==> src/rtl/clksel_pkg.sv <==
// Shared definitions for the clock-source selection controller: FSM encoding
// and a width helper for the cycle counters.
package clksel_pkg;

    typedef enum logic [1:0] {
        RUN    = 2'd0,
        GATE   = 2'd1,
        SWAP   = 2'd2,
        UNGATE = 2'd3
    } clksel_state_e;

    localparam logic [1:0] ST_RUN    = 2'd0;
    localparam logic [1:0] ST_GATE   = 2'd1;
    localparam logic [1:0] ST_SWAP   = 2'd2;
    localparam logic [1:0] ST_UNGATE = 2'd3;

    // Bits needed to hold values 0..n-1, never less than one bit.
    function automatic int cnt_width(input int n);
        return (n < 2) ? 1 : $clog2(n);
    endfunction

endpackage

==> src/rtl/clksel_ctrl_if.sv <==
// Level-signal bundle between the DIP/health sources and the clock-control
// mux. No handshake: inputs are asynchronous levels, outputs are registered.
interface clksel_ctrl_if #(
    parameter int NSRC = 4,
    parameter int SELW = $clog2(NSRC)
);
    logic [SELW-1:0] req_sel;
    logic [NSRC-1:0] src_ok;
    logic [SELW-1:0] clkselect;
    logic            clkena;
    logic [SELW-1:0] cur_sel;
    logic            switching;
    logic            fallback;
    logic [7:0]      sw_count;
    logic [1:0]      dbg_state;

    modport master (
        output req_sel, src_ok,
        input  clkselect, clkena, cur_sel, switching, fallback, sw_count, dbg_state
    );

    modport slave (
        input  req_sel, src_ok,
        output clkselect, clkena, cur_sel, switching, fallback, sw_count, dbg_state
    );
endinterface

==> src/rtl/sync_debounce.sv <==
// Two-flop synchroniser followed by a stability counter; the accepted value
// only moves once the synchronised input has held for DEBOUNCE cycles.
module sync_debounce
    import clksel_pkg::*;
#(
    parameter int          W        = 2,
    parameter int          DEBOUNCE = 1024,
    parameter logic [W-1:0] RST_VAL = '0
) (
    input  logic         clk,
    input  logic         rst,
    input  logic [W-1:0] d_i,
    output logic [W-1:0] acc_o
);
    localparam int            CW     = cnt_width(DEBOUNCE + 1);
    localparam logic [CW-1:0] TARGET = CW'(DEBOUNCE);

    logic [W-1:0]  meta_q;
    logic [W-1:0]  sync_q;
    logic [W-1:0]  last_q;
    logic [W-1:0]  acc_q;
    logic [CW-1:0] cnt_q;
    logic [CW-1:0] held_d;

    // held_d = cycles the synchronised value has been constant, including this one
    always_comb begin
        held_d = cnt_q;
        if (sync_q != last_q) begin
            held_d = CW'(1);
        end else if (cnt_q != TARGET) begin
            held_d = cnt_q + CW'(1);
        end
    end

    always_ff @(posedge clk or posedge rst) begin
        if (rst) begin
            meta_q <= RST_VAL;
            sync_q <= RST_VAL;
            last_q <= RST_VAL;
            acc_q  <= RST_VAL;
            cnt_q  <= '0;
        end else begin
            meta_q <= d_i;
            sync_q <= meta_q;
            last_q <= sync_q;
            cnt_q  <= held_d;
            if (held_d == TARGET) begin
                acc_q <= sync_q;
            end
        end
    end

    assign acc_o = acc_q;

endmodule

==> src/rtl/clksel_ctrl.sv <==
// Clock-source selection controller: resolves a healthy target from the
// debounced request and sequences every mux change as gate -> swap -> ungate.
module clksel_ctrl
    import clksel_pkg::*;
#(
    parameter int NSRC        = 4,
    parameter int SELW        = $clog2(NSRC),
    parameter int DEFAULT_SRC = 2,
    parameter int DEBOUNCE    = 1024,
    parameter int SETTLE      = 16
) (
    input  logic        clk,
    input  logic        rst,
    clksel_ctrl_if.slave bus
);
    localparam logic [SELW-1:0] DEF_SEL     = SELW'(DEFAULT_SRC);
    localparam int              SCW         = cnt_width(SETTLE);
    localparam logic [SCW-1:0]  SETTLE_LAST = SCW'(SETTLE - 1);

    logic [SELW-1:0] req_acc;
    logic [NSRC-1:0] ok_meta_q;
    logic [NSRC-1:0] ok_q;

    logic            req_ok;
    logic            def_ok;
    logic [SELW-1:0] tgt;

    logic [1:0]      state_q, state_d;
    logic [SCW-1:0]  cnt_q, cnt_d;
    logic [SELW-1:0] nxt_q, nxt_d;
    logic [SELW-1:0] sel_q, sel_d;
    logic            ena_q, ena_d;
    logic [7:0]      sw_q, sw_d;
    logic            boot_q, boot_d;

    sync_debounce #(
        .W        (SELW),
        .DEBOUNCE (DEBOUNCE),
        .RST_VAL  (DEF_SEL)
    ) u_req_sync (
        .clk   (clk),
        .rst   (rst),
        .d_i   (bus.req_sel),
        .acc_o (req_acc)
    );

    // Health resets to all-healthy so the post-reset target is the default source.
    always_ff @(posedge clk or posedge rst) begin
        if (rst) begin
            ok_meta_q <= '1;
            ok_q      <= '1;
        end else begin
            ok_meta_q <= bus.src_ok;
            ok_q      <= ok_meta_q;
        end
    end

    always_comb begin
        req_ok = 1'b0;
        if (int'(req_acc) < NSRC) begin
            req_ok = ok_q[req_acc];
        end
        def_ok = ok_q[DEFAULT_SRC];
        tgt    = sel_q;
        if (req_ok) begin
            tgt = req_acc;
        end else if (def_ok) begin
            tgt = DEF_SEL;
        end
    end

    always_comb begin
        state_d = state_q;
        cnt_d   = cnt_q;
        nxt_d   = nxt_q;
        sel_d   = sel_q;
        ena_d   = ena_q;
        sw_d    = sw_q;
        boot_d  = boot_q;
        case (state_q)
            ST_RUN: begin
                ena_d = 1'b1;
                if (tgt != sel_q) begin
                    nxt_d   = tgt;
                    state_d = ST_GATE;
                    ena_d   = 1'b0;
                    cnt_d   = '0;
                end
            end
            ST_GATE: begin
                if (cnt_q == SETTLE_LAST) begin
                    state_d = ST_SWAP;
                    sel_d   = nxt_q;
                    cnt_d   = '0;
                end else begin
                    cnt_d = cnt_q + SCW'(1);
                end
            end
            ST_SWAP: begin
                state_d = ST_UNGATE;
                cnt_d   = '0;
            end
            ST_UNGATE: begin
                if (cnt_q == SETTLE_LAST) begin
                    state_d = ST_RUN;
                    ena_d   = 1'b1;
                    cnt_d   = '0;
                    boot_d  = 1'b0;
                    // The ungate that follows reset is not a completed switch.
                    if (!boot_q && sw_q != 8'hFF) begin
                        sw_d = sw_q + 8'd1;
                    end
                end else begin
                    cnt_d = cnt_q + SCW'(1);
                end
            end
            default: begin
                state_d = ST_UNGATE;
                ena_d   = 1'b0;
                cnt_d   = '0;
            end
        endcase
    end

    always_ff @(posedge clk or posedge rst) begin
        if (rst) begin
            state_q <= ST_UNGATE;
            cnt_q   <= '0;
            nxt_q   <= DEF_SEL;
            sel_q   <= DEF_SEL;
            ena_q   <= 1'b0;
            sw_q    <= 8'd0;
            boot_q  <= 1'b1;
        end else begin
            state_q <= state_d;
            cnt_q   <= cnt_d;
            nxt_q   <= nxt_d;
            sel_q   <= sel_d;
            ena_q   <= ena_d;
            sw_q    <= sw_d;
            boot_q  <= boot_d;
        end
    end

    assign bus.clkselect = sel_q;
    assign bus.cur_sel   = sel_q;
    assign bus.clkena    = ena_q;
    assign bus.switching = (state_q != ST_RUN);
    assign bus.fallback  = ~req_ok;
    assign bus.sw_count  = sw_q;
    assign bus.dbg_state = state_q;

endmodule

==> src/flat_wrapper.sv <==
// flat-port wrapper written by rule: the top's interface ports become plain ports
module clksel_ctrl_flat import clksel_pkg::*;
#(
    parameter int NSRC        = 4,
    parameter int SELW        = $clog2(NSRC),
    parameter int DEFAULT_SRC = 2,
    parameter int DEBOUNCE    = 1024,
    parameter int SETTLE      = 16
)
  (clk, rst, bus_req_sel, bus_src_ok, bus_clkselect, bus_clkena, bus_cur_sel, bus_switching, bus_fallback, bus_sw_count, bus_dbg_state);
  clksel_ctrl_if #(.NSRC(NSRC), .SELW(SELW)) bus_i ();
  input  logic clk;
  input  logic rst;
  input wire logic [$bits(bus_i.req_sel)-1:0] bus_req_sel;
  input wire logic [$bits(bus_i.src_ok)-1:0] bus_src_ok;
  output wire logic [$bits(bus_i.clkselect)-1:0] bus_clkselect;
  output wire logic [$bits(bus_i.clkena)-1:0] bus_clkena;
  output wire logic [$bits(bus_i.cur_sel)-1:0] bus_cur_sel;
  output wire logic [$bits(bus_i.switching)-1:0] bus_switching;
  output wire logic [$bits(bus_i.fallback)-1:0] bus_fallback;
  output wire logic [$bits(bus_i.sw_count)-1:0] bus_sw_count;
  output wire logic [$bits(bus_i.dbg_state)-1:0] bus_dbg_state;
  assign bus_i.req_sel = bus_req_sel;
  assign bus_i.src_ok = bus_src_ok;
  assign bus_clkselect = bus_i.clkselect;
  assign bus_clkena = bus_i.clkena;
  assign bus_cur_sel = bus_i.cur_sel;
  assign bus_switching = bus_i.switching;
  assign bus_fallback = bus_i.fallback;
  assign bus_sw_count = bus_i.sw_count;
  assign bus_dbg_state = bus_i.dbg_state;
  clksel_ctrl #(.NSRC(NSRC), .SELW(SELW), .DEFAULT_SRC(DEFAULT_SRC), .DEBOUNCE(DEBOUNCE), .SETTLE(SETTLE)) u_core (.clk(clk), .rst(rst), .bus(bus_i));
endmodule
==> config.mk <==
export PLATFORM = sky130hd
export DESIGN_NAME = clksel_ctrl_flat
export DESIGN_NICKNAME = d
export VERILOG_FILES = /design/src/rtl/clksel_pkg.sv /design/src/rtl/clksel_ctrl_if.sv /design/src/rtl/sync_debounce.sv /design/src/rtl/clksel_ctrl.sv /design/src/flat_wrapper.sv
export SDC_FILE = /design/constraint.sdc
export NUM_CORES = 1
export LEC_CHECK = 0
export CORE_MARGIN = 3
export CORE_UTILIZATION = 30
export CTS_CLUSTER_DIAMETER = 40
export DETAILED_ROUTE_END_ITERATION = 12
export GPL_ROUTABILITY_DRIVEN = 0
export PLACE_DENSITY_LB_ADDON = 0.1
export SYNTH_ARGS = -nofsm -noshare
export SYNTH_HDL_FRONTEND = slang
export SYNTH_SLANG_ARGS = --single-unit
==> constraint.sdc <==
create_clock -name clk -period 4.8 [get_ports clk]
set_input_delay 0.72 -clock clk [delete_from_list [all_inputs] [get_ports clk]]
set_output_delay 0.72 -clock clk [all_outputs]
set_load 0.01 [all_outputs]
==> impl_results.rst, run 1 <==
.. list-table::
   :header-rows: 1

   * - Metric
     - Value
   * - Status
     - finished, final reports clean
   * - TritonCTS clock tree
     - done
   * - Post-Synthesis Cells
     - 199
   * - Final-report hold violation count
     - 0
   * - CTS H-tree depth
     - 2
   * - Amount of wire on met2 after detailed routing
     - 1.86 mm
   * - Async S/R FF share, synth
     - 100%
   * - Combined area of the multi-input logic cells
     - 965 um2
   * - Starting density of the core
     - 31.9%
   * - Clock period minus final worst setup slack
     - 2.74 ns
   * - Horizontal die dimension
     - 92.5 um
   * - Maximum capacitance violations
     - 0
   * - Primary FF master, synth
     - sky130_fd_sc_hd__dfrtp_1
   * - Hold path depth
     - 0
   * - Source of the worst register-to-register timing path
     - u_core.u_req_sync.sync_q[1]$_DFF_PP1_
   * - Vias in the first global route
     - 1545
   * - Clk pwr share
     - 25.5%
   * - Layout net count
     - 240
   * - Start point of the worst hold path
     - u_core.u_req_sync.meta_q[0]$_DFF_PP0_
   * - Final worst clock skew
     - 0.00946 ns
   * - Worst R2R Path Depth
     - 6
   * - Number of antenna-violating nets in the routed design
     - 0
   * - Final Max Slew Viols
     - 0
   * - Post CTS Setup Buffer Count
     - 0
   * - Routed len/inst
     - 13.1 um
   * - Count of placed standard cells in the final layout, fillers left out
     - 321
   * - Routed via count
     - 1475
   * - Number of hold buffers added after cts
     - 0
   * - Clock-pin slew on the worst setup and hold paths
     - 0.10 ns
   * - Finish-stage setup viols
     - 0
   * - Crit path required time
     - 4.08 ns
   * - IO Count
     - 25
   * - Worst min path class
     - reg2reg
   * - Largest cells by area after synthesis
     - sky130_fd_sc_hd__dfrtp_1, sky130_fd_sc_hd__dfstp_2, sky130_fd_sc_hd__ha_1, sky130_fd_sc_hd__xnor2_1, sky130_fd_sc_hd__nor2_1
   * - Count of buffers from port buffering
     - 24
   * - DR vias/cell
     - 4.60
   * - Share of synthesized cell area in and, or, nand and nor gates
     - 16.0%
   * - Worst reg2reg setup slack
     - 2.47 ns
   * - Final HPWL from detailed placement
     - 3.01 mm
   * - Post-Syn Nets
     - 215
   * - Area growth from synthesis to final layout
     - 18.5%
   * - Compound-Gate Fraction of Synth Area
     - 9.04%
   * - Portion of the post-synthesis area used by sequential elements
     - 53.4%
   * - Critical Path Sink Type
     - primary output
   * - Critical path fanouts, max
     - 7
   * - Switching Power
     - 0.000281 W
   * - Least-Margin Pin Slew
     - 0.966 ns
   * - Leading area contributor after synthesis
     - sky130_fd_sc_hd__dfrtp_1
   * - Dominant combinational cell family by area after synthesis
     - simple AND/OR/NAND/NOR gates
   * - Syn Std Cell Area
     - 0.00224 mm2
   * - Share of synthesized cell area in full adder, half adder and majority cells
     - 4.46%
   * - Fraction of synthesized cell area taken by the top area cell type
     - 33.5%
   * - Core Footprint
     - 0.00702 mm2
   * - Pleak
     - 1.11 nW
   * - Initial antenna violation count
     - 0
   * - Critical path startpoint category
     - flip-flop
   * - Sw Share
     - 29.6%
   * - Post_cts resized
     - 0
   * - Overflow left after global routing
     - 0
   * - Cell internal pwr
     - 0.000668 W
   * - Terminating pin of the worst hold path
     - u_core.u_req_sync.sync_q[0]$_DFF_PP0_
   * - Part of the total power dissipated in sequential elements
     - 50.1%
   * - CTS root buf
     - sky130_fd_sc_hd__clkbuf_8
   * - Antenna cells
     - 0
   * - Iteration-0 DRC Markers
     - 78
   * - Hold WS
     - 0.357 ns
   * - Fraction of layout cells with a size suffix above 1
     - 17.3%
   * - Post-synthesis xor/xnor area fraction
     - 6.64%
   * - Worst slew margin relative to its limit
     - 35.5%
   * - Iteration count of the initial detailed-routing pass
     - 4
   * - Worst IR drop on VDD
     - 112 uV
   * - Maximum number of pins on one net before global-route repair
     - 48
   * - Residual DRC
     - 0
   * - Seq. cell area
     - 0.00120 mm2
   * - Area enclosed by the die boundary
     - 0.00855 mm2
   * - First-pass GRT wire length
     - 7.38 mm
   * - Top sig layer
     - met4
   * - Number of rows in the core area
     - 30
   * - Clock network latency to the later pin of the worst-skew pair
     - 0.30 ns
   * - Mux share of post-synthesis cell area
     - 6.86%
   * - Sum of met3 wire segment lengths after detailed routing
     - 114 um
   * - CTS Buffer Depth
     - 2
   * - Maximum achievable frequency
     - 365 MHz
   * - Die Height
     - 92.5 um
   * - Synthesized flop and latch total
     - 47
   * - Crit Path Category
     - reg2out
   * - Total of warnings raised by yosys
     - 0
   * - Critical Path AT
     - 2.02 ns
   * - Power Density
     - 357 mW/mm2
   * - Accumulated negative setup slack
     - 0 ns
   * - Cells after DPL
     - 313
   * - RR Endpoint
     - u_core.u_req_sync.acc_o[0]$_DFFE_PP0N_
   * - Number of distinct library cell variants in the gate-level netlist after synthesis
     - 46
   * - Part of the cycle the worst path needs
     - 57.1%
   * - Number of buffers added by the clock tree synthesis step
     - 5
   * - Total of fill cells in the finished design
     - 696
   * - Average cell area after synthesis
     - 11.3 um2
   * - Number of synthesized flops with an enable pin
     - 0
   * - Overall track demand over capacity in global routing
     - 10.8%
   * - Setup repair after global routing missed its margin
     - no
   * - Number of clock sinks
     - 47
   * - Wirelength, routed
     - 4.22 mm
   * - Relative contribution of combinational cells to total power
     - 24.4%
   * - Met1 WL
     - 2.18 mm
placed cells by master, fill, tap and decap left out, drive strengths merged, types with 7 or more instances in the layout:
cell	instances
clkdlybuf4s50	24
dfrtp	30
dfstp	17
ha	8
inv	12
mux2	8
nand2	17
nand3	7
nor2	19
xnor2	10
xor2	7
state kept, by name, indices dropped and copies added (netlist names), 4 cells and up:
name,count
u_core.bus.sw_count,8
u_core.cnt_q,4
u_core.ok_meta_q,4
u_core.ok_q,4
u_core.u_req_sync.cnt_q,11
cell usage after synthesis, types with 2 or more instances:
| cell | number |
|---|---|
| sky130_fd_sc_hd__nand3_1 | 7 |
| sky130_fd_sc_hd__nand3b_1 | 3 |
| sky130_fd_sc_hd__a21oi_1 | 6 |
| sky130_fd_sc_hd__nand4_1 | 3 |
| sky130_fd_sc_hd__inv_1 | 11 |
| sky130_fd_sc_hd__clkbuf_1 | 2 |
| sky130_fd_sc_hd__o2111a_1 | 2 |
| sky130_fd_sc_hd__mux2_2 | 3 |
| sky130_fd_sc_hd__mux2i_1 | 6 |
| sky130_fd_sc_hd__nand2_1 | 17 |
| sky130_fd_sc_hd__or3_1 | 2 |
| sky130_fd_sc_hd__nor4b_1 | 2 |
| sky130_fd_sc_hd__xor2_1 | 7 |
| sky130_fd_sc_hd__nor2b_1 | 2 |
| sky130_fd_sc_hd__mux2_1 | 4 |
| sky130_fd_sc_hd__a21o_1 | 2 |
| sky130_fd_sc_hd__xnor2_1 | 10 |
| sky130_fd_sc_hd__dfstp_2 | 17 |
| sky130_fd_sc_hd__dfrtp_1 | 30 |
| sky130_fd_sc_hd__o21ai_0 | 6 |
| sky130_fd_sc_hd__buf_4 | 2 |
| sky130_fd_sc_hd__nor3_1 | 5 |
| sky130_fd_sc_hd__nor3b_1 | 2 |
| sky130_fd_sc_hd__ha_1 | 8 |
| sky130_fd_sc_hd__nor2_1 | 19 |
worst max-delay path by stage:
stage | start | to | depth (start not counted)
2_1_floorplan | u_core.u_req_sync.cnt_q[0]$_DFF_PP0_ | u_core.u_req_sync.acc_o[0]$_DFFE_PP0N_ | 9
3_3_place_gp | u_core.u_req_sync.acc_o[1]$_DFFE_PP1N_ | bus_fallback | 3
3_5_place_dp | u_core.u_req_sync.acc_o[1]$_DFFE_PP1N_ | bus_fallback | 3
4_1_cts | u_core.u_req_sync.acc_o[1]$_DFFE_PP1N_ | bus_fallback | 3
5_1_grt | u_core.u_req_sync.acc_o[1]$_DFFE_PP1N_ | bus_fallback | 3
6_report | u_core.u_req_sync.acc_o[1]$_DFFE_PP1N_ | bus_fallback | 3
stage by stage:
step | power, W | setup WS [ns] | cell area [um2] | util [%]
after floorplan | 0.000648 | 2.67 | 2240 | -
after global placement | 0.000718 | 2.40 | 2560 | 36.5
after detailed placement | 0.000716 | 2.38 | 2560 | 36.5
after CTS | 0.000966 | 2.04 | 2660 | 37.8
after global routing | 0.00102 | 1.98 | 2660 | 37.8
final | 0.000949 | 2.06 | 2660 | 37.8
metal layers:
| metal | global-route usage [%] | up-vias |
|---|---|---|
| met4 | 4.08 | 0 |
| met3 | 2.68 | 6 |
| met2 | 16.3 | 26 |
| met5 | 0 | - |
| met1 | 14.8 | 709 |
| li1 | - | 734 |
cell families (layout without fill, tap and decap cells):
kind of cell,count (synthesis),after routing
AOI/OAI and AO/OA,26,26
xor gates and xnor gates,17,17
adders and majority gates,8,8
buffers and inverters,17,43
DFF,47,47
muxes,14,14
and+or+nand+nor,70,70
area by class of cell:
class	count	area share, %
sequential	47	45.1
clock inverter	3	0.895
timing repair buffer	24	9.04
multi-input combinational	135	36.3
tap	96	4.52
inverter	11	1.55
clock buffer	5	2.59
worst max-delay path: stages (launching register included):
cell	delay, ns
sky130_fd_sc_hd__dfstp_2	0.62
sky130_fd_sc_hd__mux2_1	0.36
sky130_fd_sc_hd__mux2i_1	0.18
sky130_fd_sc_hd__clkdlybuf4s50_1	0.57
power by group through the flow:
stage | Sequential, W | Combinational, W | Clock [W]
floorplan | 0.000480 | 0.000168 | 0
global placement | 0.000484 | 0.000234 | 0
detailed placement | 0.000483 | 0.000233 | 0
CTS | 0.000477 | 0.000235 | 0.000254
global route | 0.000483 | 0.000260 | 0.000274
finish | 0.000476 | 0.000231 | 0.000242
Note: power is estimated with default switching activity, not from simulation.
==> run 2, diff against run 1 <==
==> constraint.sdc (replaced) <==
create_clock -name clk -period 2.2 [get_ports clk]
set_input_delay 0.33 -clock clk [delete_from_list [all_inputs] [get_ports clk]]
set_output_delay 0.33 -clock clk [all_outputs]
set_load 0.01 [all_outputs]
==> run 2 against run 1 <==
Against the previous run: count of clock-buffer cells in the layout did not move; first-iteration DRC count fell by 24%; die area did not move; clock skew fell by 0.0014 ns; global-route usage barely moved; core utilization rose by 2.2 points; worst setup slack got worse by 2.0 ns.
==> impl_results.rst, run 2 (synthesis gave the netlist of run 1 again) <==
.. list-table::
   :header-rows: 1

   * - Metric
     - Value
   * - Cell class contributing the biggest share of worst-path delay
     - buffers and inverters
   * - Die Height
     - 92.5 um (unchanged)
   * - Most common cell after layout, fill and taps aside
     - sky130_fd_sc_hd__dfrtp_1
   * - Critical Path AT
     - 1.78 ns (-0.24 ns)
   * - Count of placed standard cells in the final layout, fillers left out
     - 339 (+5.6%)
   * - Depth of the critical timing path with buffers and inverters included
     - 4 (+1)
   * - Final-report hold violation count
     - 0 (unchanged)
   * - Clock period minus final worst setup slack
     - 2.11 ns
   * - Critical path, cell by cell
     - inv_1 -> ha_1 -> inv_1 -> clkdlybuf4s50_1
   * - Pleak
     - 1.20 nW (+8.3%)
   * - CTS Buffer Depth
     - 2 (unchanged)
   * - Sw Share
     - 28.9% (-0.67 points)
   * - Layout net count
     - 258 (+7.5%)
   * - Least-Margin Pin Slew
     - 0.478 ns (-0.487 ns)
   * - Slowest Stage Delay on Critical Path
     - 0.55 ns (-0.07 ns)
   * - Crit path required time
     - 1.87 ns (-2.21 ns)
   * - Critical path fanouts, max
     - 4 (-3)
   * - Area enclosed by the die boundary
     - 0.00855 mm2 (unchanged)
   * - Final HPWL from detailed placement
     - 3.11 mm (+3.3%)
   * - Area growth from synthesis to final layout
     - 25.4%
   * - Most congested layer reported by global routing
     - met2
   * - Vias in the first global route
     - 1540 (-0.32%)
   * - Worst slew margin relative to its limit
     - 68.1% (+33 points)
   * - Wirelength, routed
     - 4.22 mm (about the same)
   * - Met3 usage in global routing
     - 2.68% (unchanged)
   * - Starting density of the core
     - 31.9% (unchanged)
   * - Routed len/inst
     - 12.4 um (-5.3%)
   * - Antenna cells
     - 0 (unchanged)
   * - Worst R2R Path Depth
     - 6 (unchanged)
   * - Number of clock sinks
     - 47 (unchanged)
   * - Highest-count cells in the layout ignoring fill and taps
     - sky130_fd_sc_hd__dfrtp_1, sky130_fd_sc_hd__clkdlybuf4s50_1, sky130_fd_sc_hd__nor2_1
   * - Bufs and invs on worst path
     - 3 (+2)
   * - Initial antenna violation count
     - 0 (unchanged)
   * - Clock network latency to the later pin of the worst-skew pair
     - 0.30 ns (about the same)
   * - Horizontal die dimension
     - 92.5 um (unchanged)
   * - Iteration-0 DRC Markers
     - 59 (-24%)
   * - Register with the highest flop count
     - u_core.u_req_sync.cnt_q
   * - Residual DRC
     - 0 (unchanged)
   * - DR vias/cell
     - 4.55 (-0.88%)
   * - Part of the cycle the worst path needs
     - 95.8%
   * - CTS root buf
     - sky130_fd_sc_hd__clkbuf_8
   * - Sum of internal, switching and leakage power
     - 0.00213 W (+120%)
   * - PnR worst setup slack
     - 0.0929 ns (-1.97 ns)
   * - Worst min path class
     - reg2reg
   * - Part of the total power dissipated in sequential elements
     - 48.0% (-2.1 points)
   * - Number of antenna-violating nets in the routed design
     - 0 (unchanged)
   * - Cell with the largest stage delay on the worst path
     - sky130_fd_sc_hd__dfstp_2
   * - Critical path startpoint category
     - flip-flop
   * - Count of buffers from port buffering
     - 24 (unchanged)
   * - Crit Path Category
     - reg2out
   * - CTS H-tree depth
     - 2 (unchanged)
   * - Routed via count
     - 1544 (+4.7%)
   * - TritonCTS clock tree
     - done
   * - Maximum achievable frequency
     - 475 MHz
   * - Cells after DPL
     - 328 (+4.8%)
   * - Clk pwr share
     - 24.0% (-1.5 points)
   * - Total of fill cells in the finished design
     - 708 (+1.7%)
   * - Largest register FFs
     - 11 (unchanged)
   * - Maximum capacitance violations
     - 0 (unchanged)
   * - Iteration count of the initial detailed-routing pass
     - 4 (unchanged)
   * - IO Count
     - 25 (unchanged)
   * - Final core utilization
     - 40.1% (+2.2 points)
   * - Number of hold buffers added after cts
     - 0 (unchanged)
   * - Status
     - finished, final reports clean
   * - Maximum number of pins on one net before global-route repair
     - 28 (-42%)
   * - Core Footprint
     - 0.00702 mm2 (unchanged)
   * - Fraction of layout cells with a size suffix above 1
     - 24.7% (+7.4 points)
   * - Final worst clock skew
     - 0.00804 ns (-0.00142 ns)
   * - Overflow left after global routing
     - 0 (unchanged)
   * - Final Max Slew Viols
     - 0 (unchanged)
   * - Relative contribution of combinational cells to total power
     - 28.0% (+3.6 points)
   * - DP Worst Slack
     - 0.0793 ns (-2.30 ns)
   * - Clock-pin slew on the worst setup and hold paths
     - 0.09 ns (about the same)
   * - Power Density
     - 756 mW/mm2 (+110%)
   * - Finish-stage setup viols
     - 0 (unchanged)
   * - GR Util met2
     - 15.8% (-0.48 points)
   * - Switching Power
     - 0.000615 W (+120%)
   * - Hold path depth
     - 0 (unchanged)
   * - Critical Path Sink Type
     - primary output
   * - Overall track demand over capacity in global routing
     - 10.7% (-0.033 points)
   * - Number of rows in the core area
     - 30 (unchanged)
   * - Cell internal pwr
     - 0.00151 W (+130%)
   * - Worst IR drop on VDD
     - 230 uV (+110%)
   * - First-pass GRT wire length
     - 7.34 mm (-0.47%)
   * - Met1 usage in global routing
     - 15.4% (+0.62 points)
   * - Library cell appearing most often on the critical path
     - sky130_fd_sc_hd__inv_1
   * - Number of buffers added by the clock tree synthesis step
     - 5 (unchanged)
run 2: changes by cell type in the layout (fill, tap and decap cells not counted):
cell,previous run,this run
sky130_fd_sc_hd__buf_12,0,1
sky130_fd_sc_hd__buf_4,0,17
sky130_fd_sc_hd__clkdlybuf4s50_1,24,23
sky130_fd_sc_hd__clkinv_2,0,1
sky130_fd_sc_hd__dlygate4sd2_1,0,1
sky130_fd_sc_hd__inv_6,1,0
sky130_fd_sc_hd__nand2_1,17,16
sky130_fd_sc_hd__nand2_2,0,1
sky130_fd_sc_hd__nor4_1,1,0
sky130_fd_sc_hd__nor4_2,0,1
sky130_fd_sc_hd__or2_0,1,0
sky130_fd_sc_hd__or2_1,0,1
sky130_fd_sc_hd__or3_1,2,1
sky130_fd_sc_hd__or3_4,0,1
run 2: cell type report:
cell class / count / area (um2) / area share (%)
flip-flops and latches: 47 / 1200 / 42.6
well taps: 96 / 120 / 4.27
multi-input cells: 135 / 978 / 34.8
inverters: 11 / 41.3 / 1.47
repair buffers: 42 / 387 / 13.7
clock buffers: 5 / 68.8 / 2.45
clock inverters: 3 / 20.0 / 0.712
run 2: final timing paths:
kind,from,to,slack (ns)
setup / recovery,u_core.bus.dbg_state[0]$_DFFE_PP1P_,bus_switching,0.09
hold / removal,u_core.ok_meta_q[2]$_DFF_PP1_,u_core.ok_q[2]$_DFF_PP1_,0.36
setup reg to reg,u_core.u_req_sync.acc_o[1]$_DFFE_PP1N_,u_core.cnt_q[2]$_DFFE_PP0P_,0.12
hold reg to reg,u_core.ok_meta_q[2]$_DFF_PP1_,u_core.ok_q[2]$_DFF_PP1_,0.36
max in group asynchronous,rst,u_core.nxt_q[1]$_DFFE_PP1P_,1.26
min in group asynchronous,rst,u_core.u_req_sync.cnt_q[8]$_DFF_PP0_,0.37
run 2: metal layers:
layer  routed length [um]  share of wire [%]
met3                  118                2.8
met5                    0                  0
met4                   29               0.69
met2                 1820                 43
met1                 2250                 53
run 2: power by group through the flow:
stage               logic [W]  registers (W)  clock network (W)
global route         0.000663        0.00103           0.000579
finish               0.000595        0.00102           0.000510
global placement     0.000559        0.00105                  0
CTS                  0.000557        0.00103           0.000535
floorplan            0.000366        0.00105                  0
detailed placement   0.000554        0.00105                  0
run 2: what timing repair did:
action | 4_1_cts | 5_1_grt
hold endpoints to repair | 0 | 0
setup endpoints to repair | 1 | 5
gates resized for setup | 1 | 4
pin swaps | 0 | 2
setup buffers | 0 | 3
run 2: per-stage QoR:
| stage | hold WS, ns | cell area (um2) | setup TNS (ns) |
|---|---|---|---|
| final | 0.358 | 2810 | 0 |
| after global placement | 0.336 | 2690 | 0 |
| after detailed placement | 0.338 | 2690 | 0 |
| after CTS | 0.359 | 2780 | 0 |
| after floorplan | 0.331 | 2240 | 0 |
| after global routing | 0.366 | 2810 | -0.00000910 |
